$ cat src/rtl/fifo_rd_pkg.sv
// Shared types and sizing for the FIFO read-side stream controller.
package fifo_rd_pkg;

    localparam int unsigned SKID_DEPTH = 2;

    typedef logic [1:0] occ_t;
    typedef logic [1:0] credit_t;

    // Free skid slots once in-flight data lands, counting the slot a pop frees this cycle.
    function automatic credit_t calc_credit(input occ_t occ, input logic inflight, input logic pop);
        logic [2:0] c;
        c = 3'(SKID_DEPTH) - {1'b0, occ} - {2'b0, inflight} + {2'b0, pop};
        return credit_t'(c);
    endfunction

endpackage

$ cat src/rtl/fifo_rd_skid_buf.sv
// Two-entry in-order data buffer that absorbs the FIFO's one-cycle read latency.
module fifo_rd_skid_buf
    import fifo_rd_pkg::*;
#(
    parameter int unsigned DATA_W = 5
) (
    input  logic              clk_i,
    input  logic              s_rst_i,
    input  logic              push,
    input  logic [DATA_W-1:0] push_data,
    input  logic              pop,
    output logic [DATA_W-1:0] head_data,
    output occ_t              occ
);

    logic [DATA_W-1:0] mem_q [SKID_DEPTH];
    logic              wr_ptr_q;
    logic              rd_ptr_q;
    occ_t              occ_q;

    // NOTE: sequential state uses non-blocking assignments so every register samples pre-edge values.
    always_ff @(posedge clk_i) begin
        if (s_rst_i) begin
            // NOTE: only two register entries, so clearing them is cheap and keeps the head at 0 after reset.
            for (int i = 0; i < SKID_DEPTH; i++) begin
                mem_q[i] <= '0;
            end
            wr_ptr_q <= 1'b0;
            rd_ptr_q <= 1'b0;
            occ_q    <= '0;
        end else begin
            if (push) begin
                mem_q[wr_ptr_q] <= push_data;
            end
            wr_ptr_q <= wr_ptr_q ^ push;
            rd_ptr_q <= rd_ptr_q ^ pop;
            occ_q    <= occ_q + occ_t'(push) - occ_t'(pop);
        end
    end

    assign head_data = mem_q[rd_ptr_q];
    assign occ       = occ_q;

    // The credit rule upstream guarantees a landing slot for every issued read.
    a_no_overflow: assert property (@(posedge clk_i) disable iff (s_rst_i)
        !(push && occ_q == occ_t'(SKID_DEPTH)));

    a_no_underflow: assert property (@(posedge clk_i) disable iff (s_rst_i)
        !(pop && occ_q == '0));

endmodule

$ cat src/rtl/fifo_rd_stream.sv
// FIFO read-port to valid/ready stream adapter with a 2-entry skid buffer.
// Optional delivered-word counter on word_cnt_o when FIFO_RD_WORD_CNT_EN is defined.
module fifo_rd_stream
    import fifo_rd_pkg::*;
#(
    parameter int unsigned DATA_W = 5,
    parameter int unsigned CNT_W  = 16
) (
    input  logic              clk_i,
    input  logic              s_rst_i,
    output logic              fifo_rd_req_o,
    input  logic [DATA_W-1:0] fifo_rd_data_i,
    input  logic              fifo_empty_i,
    output logic              out_valid_o,
    output logic [DATA_W-1:0] out_data_o,
    input  logic              out_ready_i
`ifdef FIFO_RD_WORD_CNT_EN
    ,
    output logic [CNT_W-1:0]  word_cnt_o
`endif
);

    logic    inflight_q;
    logic    pop;
    credit_t credit;
    occ_t    occ;

    assign pop    = out_valid_o && out_ready_i;
    assign credit = calc_credit(occ, inflight_q, pop);

    assign fifo_rd_req_o = !fifo_empty_i && (credit != '0) && !s_rst_i;

    // A request accepted this cycle means its data is on fifo_rd_data_i next cycle.
    always_ff @(posedge clk_i) begin
        if (s_rst_i) begin
            inflight_q <= 1'b0;
        end else begin
            inflight_q <= fifo_rd_req_o;
        end
    end

    fifo_rd_skid_buf #(
        .DATA_W (DATA_W)
    ) u_skid (
        .clk_i     (clk_i),
        .s_rst_i   (s_rst_i),
        .push      (inflight_q),
        .push_data (fifo_rd_data_i),
        .pop       (pop),
        .head_data (out_data_o),
        .occ       (occ)
    );

    assign out_valid_o = (occ != '0);

`ifdef FIFO_RD_WORD_CNT_EN
    logic [CNT_W-1:0] word_cnt_q;

    always_ff @(posedge clk_i) begin
        if (s_rst_i) begin
            word_cnt_q <= '0;
        end else if (pop) begin
            word_cnt_q <= word_cnt_q + 1'b1;
        end
    end

    assign word_cnt_o = word_cnt_q;
`endif

endmodule

$ cat config.mk
export PLATFORM = sky130hd
export DESIGN_NAME = fifo_rd_stream
export DESIGN_NICKNAME = d
export VERILOG_FILES = /design/src/rtl/fifo_rd_pkg.sv /design/src/rtl/fifo_rd_skid_buf.sv /design/src/rtl/fifo_rd_stream.sv
export SDC_FILE = /design/constraint.sdc
export NUM_CORES = 1
export LEC_CHECK = 0
export CAP_MARGIN = 20
export CORE_UTILIZATION = 50
export CTS_BUF_LIST = sky130_fd_sc_hd__clkbuf_8
export DETAILED_ROUTE_END_ITERATION = 16
export GPL_ROUTABILITY_DRIVEN = 0
export PLACE_DENSITY = 0.79
export SYNTH_ARGS = -nofsm -noshare
export SYNTH_HDL_FRONTEND = slang
export SYNTH_SLANG_ARGS = --single-unit
$ cat constraint.sdc
create_clock -name clk_i -period 1.7 [get_ports clk_i]
set_input_delay 0.34 -clock clk_i [delete_from_list [all_inputs] [get_ports clk_i]]
set_output_delay 0.34 -clock clk_i [all_outputs]
set_load 0.02 [all_outputs]
## Word level (Yosys, flattened, before mapping)

Memories as Yosys holds them, arrays and structs flattened. A register that Yosys moved wholly into a read port is not among the register bits.
Index checks and enable logic that the tools add are counted.

- $add $sub $neg: 5
- Multiplexer cells: 9
- Bitwise gates (word level): 2
- Reductions and logical operators: 8

Operators with widths:

| operator | number |
|---|---|
| $mux 1 | 8 |
| $mux 5 | 1 |
| $reduce_or 5->1 | 1 |
| $add 2x1->2 | 2 |
| $reduce_bool 2->1 | 2 |
| $sub 2x1->2 | 2 |
| $logic_and 1x1->1 | 3 |
| $logic_not 1->1 | 2 |
| $sub 2x2->2 const A | 1 |
| $xor 1x1->1 | 2 |

- Bits in registers: 5
- RAM bits: 10
- Input port bits: 9
- Output and inout bits: 7
- Memories: 1

Memories:

| memory | words | width | rd ports | clocked after memory_dff | write ports | line | RTL |
|---|---|---|---|---|---|---|---|
| u_skid.mem_q | 2 | 5 | 1 | 1 | 2 | fifo_rd_skid_buf.sv:16 | `logic [DATA_W-1:0] mem_q [SKID_DEPTH];` |

## Longest topological paths before layout

Gate-level depths: netlist (run 1).

- Depth in word-level cells: 6
- Depth in mapped cells: 6

## Modules after synthesis

A second synthesis (run 1) with hierarchy kept.

- Cells, all modules: 53
- Area total of the unflattened synthesis: 714.4 sq um

Modules (own cells, without submodules):

| module | times used | cells an instance | area each (sq um) |
|---|---|---|---|
| fifo_rd_skid_buf | 1 | 45 | 634.4 |
| fifo_rd_stream | 1 | 8 | 80.1 |

## Worst setup path before layout (run 1)

No wires, ideal clock.

- Kind: reg-to-output
- Start point: register u_skid.occ_q[1], in the netlist u_skid.occ[1]
- End point: output fifo_rd_req_o
- Arrival: 1.323 ns
- Data required time: 1.360 ns
- Setup slack: 0.037 ns
- Stages on the path, launching flop included: 5
- Cells stage by stage: dfxtp_1 > o21a_1 > fa_1 > xor2_1 > o21a_1

- Longest elaborated chain between the ends: 6
- Elaborated cells between the ends (all ways): 8
- Classes of those cells: add/sub (3); reduce/logical (5)

Ends and longest elaborated chain:

| what | line | RTL |
|---|---|---|
| from (decl) | fifo_rd_skid_buf.sv:19 | `occ_t occ_q;` |
| from (signal assigned) | fifo_rd_skid_buf.sv:37 | `occ_q <= occ_q + occ_t'(push) - occ_t'(pop);` |
| $sub 2x2->2 / $reduce_bool 2->1 (equally long branches) | fifo_rd_pkg.sv:12, fifo_rd_stream.sv:54 |  |
| $sub 2x1->2 / $logic_and 1x1->1 (equally long branches) | fifo_rd_pkg.sv:12, fifo_rd_stream.sv:28 |  |
| $add 2x1->2 (*) | fifo_rd_pkg.sv:12 | `c = 3'(SKID_DEPTH) - {1'b0, occ} - {2'b0, inflight} + {2'b0, pop};` |
| $reduce_bool 2->1 (*) | fifo_rd_stream.sv:31 | `assign fifo_rd_req_o = !fifo_empty_i && (credit != '0) && !s_rst_i;` |
| $logic_and 1x1->1 (*) (2 in a row) | fifo_rd_stream.sv:31 |  |
| to (decl) | fifo_rd_stream.sv:11 | `output logic fifo_rd_req_o,` |

Mark *: on every way between the ends. The rest lies on a longest branch, timed or not.

## Worst setup path after layout (run 1)

- Start point: register u_skid.occ_q[0], in the netlist u_skid.occ[0]
- End point: output fifo_rd_req_o

The elaborated chain is that of the path after synthesis.

==> results.cfg, run 1 <==
[synthesis]
ys_seq_area_share_pct = 54.42
synth.area.top_cells = edfxtp_1 (41%), dfxtp_1 (14%), and2_1 (8.5%)
synth_cell_types = 21
ys_seq_elements = 15
synth_area_um2 = 735.7
synth_area_per_cell_um2 = 13.14
synth_edf_count = 10
postSynthCellCount = 56
synth_common_cells = and2_1 (10), edfxtp_1 (10), dfxtp_1 (5), mux2_2 (5), nor2_1 (4)
synth_top_area_share_pct = 40.82
yosysTopAreaCell = edfxtp_1
synthFlopType = edfxtp_1
yosysWarnings = 0
async_reset_ff_share_pct = 0
syn_nets = 68

[finish]
antennaDiodeCount = 0
drive_gt1_share_pct = 35.37
area_delta_synth_final_pct = 39.80
finalNetCount = 95
fillers = 92
fin_cells = 97
design_area_um2 = 1028

[global_route]
grt_max_degree = 10
grt_use_total_pct = 19.70
antenna_found_initial = 0
grt_pass1_wl_um = 1973
grt_pass1_vias = 470
gr-total-overflow = 0

[setup_path]
critPathTopFamily = compound AO/OA/AOI/OAI gates
path_cells = o21a_1, fa_2, xor2_2, o21a_1, buf_6
timing.rr.start = u_skid.occ[0]
start_kind = register
crit_arrival_ns = 1.65
cp.required_ns = 1.36
cp_slowest_stage_delay_ns = 0.37
crit_start = u_skid.occ[0]
end_kind = output pin
path_common_cell = o21a_1
slowest_stage = fa_2
path_buf_inv = 1
rrSetupSlack_ns = 0.07
worstSetupPathType = reg2out
crit_fanout = 3

[route]
drt_iter0_markers = 8
routedWlPerCell_um = 15.32
wirelength_um = 1486
viasPerCell = 5.165
drtAntennaViolNets = 0
drc = 0
routed-via-count = 501
dr.pass1.iters = 4

[clock_network]
cts_sinks = 15
clk_latency_ns = 0.24
cts_tree = yes
cts_buffers = 3
cts_hold_buf = 0
clk_pin_slew_ns = 0.06
cts_root_buffer = clkbuf_8
cts-htree-levels = 1
clockBufferDepth = 2

[place]
placedInstanceArea_um2 = 944.7
dp_hpwl_um = 870.9
io_buffers = 15
dp_slack_ns = -0.8016
dpl.cell_count = 91

[worst_hold_path]
hp-class = reg2reg
holdCritStartpoint = u_skid.wr_ptr_q

[floorplanning]
fp.dieH_um = 40.36
rows = 13
ios = 16
start_util_pct = 55.16
die_w_um = 40.36
die_area_um2 = 1629
core-area_um2 = 1334

[sta]
fmax_mhz = 503.0
worst_slack_ns = -0.2881
worst_pin_slew_ns = 0.5146
setup_viol = 1
fin_crit_sh_pct = 116.9
clock_skew_ns = 0.002611
maxSlewViolCount = 0
rsz0062_at_grt = true
fin_crit_ns = 1.988
maxSlewHeadroom_pct = 65.62
hold_viol = 0
hold_slack_ns = 0.5890

[pwr]
p_leak_nw = 0.4487
p_int_w = 0.001095
irDropWorstVdd_uv = 1135
p_sw_w = 0.0005419
seq_power_share_pct = 33.6
power-per-cell-area_nw_per_um2 = 1592
p_sw_share_pct = 33.10
pwr-share-comb_pct = 49.5
p_total_w = 0.001637
clock_power_share_pct = 16.9

[outcome]
status = finished, violations left
violations = setup timing

[flow_run]
maxCapViolations = 0
==> cell type report <==
| class | count | area [µm²] | share of cell area, % |
|---|---|---|---|
| tap | 15 | 18.77 | 1.825 |
| inverter | 3 | 11.26 | 1.095 |
| clock inverter | 1 | 3.754 | 0.3650 |
| multi-input combinational | 36 | 336.6 | 32.72 |
| timing repair buffer | 24 | 210.2 | 20.44 |
| clock buffer | 3 | 41.29 | 4.015 |
| sequential | 15 | 406.6 | 39.54 |
==> path summary, 6_finish.rpt <==
| path | to | cells past startpoint |
|---|---|---|
| setup / recovery | fifo_rd_req_o | 5 |
| hold / removal | u_skid.wr_ptr_q | 2 |
| setup reg to reg | u_skid.occ[1] | 8 |
| hold reg to reg | u_skid.wr_ptr_q | 2 |
==> kinds of logic after synthesis <==
logic type	after synthesis	share of synthesized area, %
XOR/XNOR	3	5.442
buffers and inverters	5	3.231
multiplexers	6	9.693
flip-flops	15	54.42
AND/OR/NAND/NOR	19	15.99
AO/OA/AOI/OAI	5	5.103
adder cells (fa/ha/maj)	3	6.122
==> timing repair <==
item	4_1_cts	5_1_grt
pin swaps	4	4
gates resized for setup	16	6
endpoints found under the setup margin	8	7
setup buffers	2	1
==> placed cells by master (no fill, tap or decap), types with 2 or more instances in the layout <==
cell,Yosys,final
nor2b_1,2,2
dlygate4sd2_1,0,7
dfxtp_1,5,2
nor2_1,4,4
edfxtp_1,10,10
and2_1,10,10
buf_4,1,9
dfxtp_2,0,2
clkdlybuf4s50_1,0,7
mux2_2,5,5
inv_1,3,3
o21a_1,3,3
clkbuf_8,0,3
==> sequential cells by signal, indices dropped and copies added (netlist names) <==
name,count
u_skid.mem_q,10
u_skid.occ,2
inflight_q,1
u_skid.rd_ptr_q,1
u_skid.wr_ptr_q,1
==> power by group through the flow <==
stage,clock network [W],logic [W],registers (W)
after floorplan,0,0.000431,0.000525
after CTS,0.000284,0.000726,0.000541
after detailed placement,0,0.000687,0.000542
final,0.000277,0.000811,0.000549
after global routing,0.000307,0.000873,0.000560
after global placement,0,0.000670,0.000534
==> stage by stage <==
| stage | util (%) | TNS, ns |
|---|---|---|
| 2_1_floorplan | - | 0 |
| 3_3_place_gp | 70.83 | -1.100 |
| 3_5_place_dp | 70.83 | -1.188 |
| 5_1_grt | 77.11 | -0.3459 |
| 6_report | 77.11 | -0.2881 |
| 4_1_cts | 75.14 | -0.2637 |
==> metal layers <==
metal / global-route usage [%] / vias up / part of all wire [%]
met3: 5.000 / 6 / 3.0
met2: 30.95 / 14 / 53
met1: 22.30 / 237 / 41
li1: - / 244 / -
met5: 0 / - / 0
met4: 15.83 / 0 / 2.7
==> worst register-to-register path, delay by kind of cell (launching register included) <==
family	cells	cell delay (ns)
adders and majority gates	2	0.42
and+or+nand+nor	1	0.04
AOI/OAI and AO/OA	1	0.23
buffers and inverters	3	0.32
DFF	1	0.33
xor gates and xnor gates	1	0.19
Note: power is estimated with default switching activity, not from simulation.
==> run 2: changes to the inputs <==
CTS_CLUSTER_DIAMETER = 100   (was default)
==> results of run 2 <==
Final layout, timing and power as in run 1 (identical DEF).
==> run 3: changes to the inputs <==
CORE_ASPECT_RATIO = 1.1   (was default)
SLEW_MARGIN = 20   (was default)
clock period = 1.91 ns   (was 1.7 ns; I/O delays follow)
==> run 3 against run 2 <==
Effect of this change: the flow still finishes with violations (setup timing); power is 10% lower; sequential cell count unchanged; clock skew rose by 0.00082 ns; via count fell by 1.8%; worst setup slack better by 0.19 ns; clock power down 11%; routed wire length shrank 8.5%; clock-buffer cell count is the same; global-route usage increased by 1.1 points; design area is 0.49% lower; sequential power fell by 12%; critical path type unchanged; largest cell class unchanged; highest routed layer unchanged.
==> results.cfg, run 3 (synthesized netlist as in run 1, its figures left out) <==
[outcome]
status = finished, violations left
violations = setup timing

[clock_network]
cts_sinks = 15
cts_hold_buf = 0
clk_latency_ns = 0.24
clk_pin_slew_ns = 0.06
cts_tree = yes
cts_root_buffer = clkbuf_8
cts-htree-levels = 1
cts_buffers = 3
clockBufferDepth = 2

[setup_path]
timing.rr.start = u_skid.occ[0]
path_cells = o21a_1, fa_2, xor2_2, o21a_1, buf_6
start_kind = register
critPathTopFamily = compound AO/OA/AOI/OAI gates
path_common_cell = o21a_1
worstSetupPathType = reg2out
end_kind = output pin
crit_start = u_skid.occ[0]
crit_fanout = 3
slowest_stage = fa_2
path_buf_inv = 1
crit_arrival_ns = 1.62
cp_slowest_stage_delay_ns = 0.36
cp.required_ns = 1.53

[pwr]
p_sw_share_pct = 31.34
p_sw_w = 0.0004594
irDropWorstVdd_uv = 1019
p_leak_nw = 0.4651
seq_power_share_pct = 32.9
pwr-share-comb_pct = 50.4
power-per-cell-area_nw_per_um2 = 1433
p_int_w = 0.001007
clock_power_share_pct = 16.8

[floorplanning]
die_w_um = 38.58
die_area_um2 = 1629
rows = 14
ios = 16
start_util_pct = 53.85
core-area_um2 = 1366
fp.dieH_um = 42.23

[sta]
hold_viol = 0
rsz0062_at_grt = true
worst_pin_slew_ns = 0.4582
clock_skew_ns = 0.003432
worst_slack_ns = -0.09499
maxSlewViolCount = 0
fin_crit_sh_pct = 105.0
setup_viol = 1
fin_crit_ns = 2.005
hold_slack_ns = 0.5911
fmax_mhz = 498.8
maxSlewHeadroom_pct = 69.39

[finish]
drive_gt1_share_pct = 32.53
largest_reg_flops = 10
mostFrequentLayoutCells = and2_1 (10), buf_4 (10), edfxtp_1 (10), clkdlybuf4s50_1 (7), dlygate4sd2_1 (6)
fin_cells = 99
finalNetCount = 96
antennaDiodeCount = 0
area_delta_synth_final_pct = 39.12
top_register = u_skid.mem_q
fillers = 96

[route]
dr.pass1.iters = 2
wl_met2_um = 773
highest-signal-layer = met4
routed-via-count = 492
wl_met3_um = 38
drc = 0
met1_length_um = 540
drt_iter0_markers = 5
viasPerCell = 4.970
drtAntennaViolNets = 0
routedWlPerCell_um = 13.74
wirelength_um = 1360

[global_route]
antenna_found_initial = 0
gr-total-overflow = 0
grt_pass1_wl_um = 2263
grt_pass1_vias = 518
grt_max_degree = 10
grt_use_total_pct = 20.75

[flow_run]
maxCapViolations = 0

[worst_hold_path]
hp-class = reg2reg
holdCritStartpoint = u_skid.wr_ptr_q

[place]
io_buffers = 15
dp_hpwl_um = 931.9
dpl.cell_count = 91
run 3: cell types whose count changed in the layout (fill, tap and decap cells not counted):
| cell | delta |
|---|---|
| ha_1 | +2 |
| inv_2 | -1 |
| clkinv_2 | +1 |
| buf_4 | +1 |
| ha_2 | -1 |
| ha_4 | -1 |
| dlymetal6s2s_1 | +1 |
| dfxtp_4 | -1 |
| dfxtp_1 | +1 |
| dlygate4sd2_1 | -1 |
run 3: final timing paths:
check,cells past startpoint,slack [ns],endpoint
max,5,-0.09,fifo_rd_req_o
max reg2reg,8,0.14,u_skid.occ[1]
min,2,0.59,u_skid.wr_ptr_q
min reg2reg,2,0.59,u_skid.wr_ptr_q
run 3: power by group through the flow:
stage               clock [W]  sequential (W)  combinational, W
floorplan                   0        0.000467          0.000384
finish               0.000246        0.000482          0.000738
CTS                  0.000255        0.000479          0.000677
global route         0.000269        0.000494          0.000796
detailed placement          0        0.000482          0.000614
global placement            0        0.000479          0.000587
run 3: final cells by class:
type | instances | area (µm²) | area share, %
well taps | 16 | 20.02 | 1.956
flip-flops and latches | 15 | 402.9 | 39.36
clock buffers | 3 | 41.29 | 4.034
repair buffers | 25 | 221.5 | 21.64
multi-input cells | 36 | 321.6 | 31.42
clock inverters | 1 | 5.005 | 0.4890
inverters | 3 | 11.26 | 1.100
run 3: metrics by stage:
step                      TNS (ns)  setup WS (ns)  total power [W]  util, %  area (µm²)
after global placement     -0.7093        -0.6254         0.001066    68.68       938.4
after floorplan                  0         0.2054        0.0008509        -       735.7
after global routing       -0.1403        -0.1403         0.001559    74.91        1023
final                     -0.09499       -0.09499         0.001466    74.91        1023
after detailed placement   -0.8372        -0.6997         0.001096    68.68       938.4
after CTS                  -0.1143        -0.1143         0.001411    73.53        1005
run 3: repair_timing:
action | in CTS | in global routing
setup buffers | 3 | 1
pin swaps | 3 | 4
setup endpoints to repair | 6 | 2
gates resized for setup | 14 | 3
run 3: tightest hold or removal path: stages, from the launching register on:
cell and delay, ns:
dfxtp_1 0.36, xnor2_1 0.15, nor2_1 0.04
run 3: layer usage:
metal / vias to the layer above / global-route usage, %
met5: - / 0
met4: 0 / 10.34
met3: 2 / 3.191
met2: 10 / 35.67
met1: 239 / 23.81
li1: 241 / -
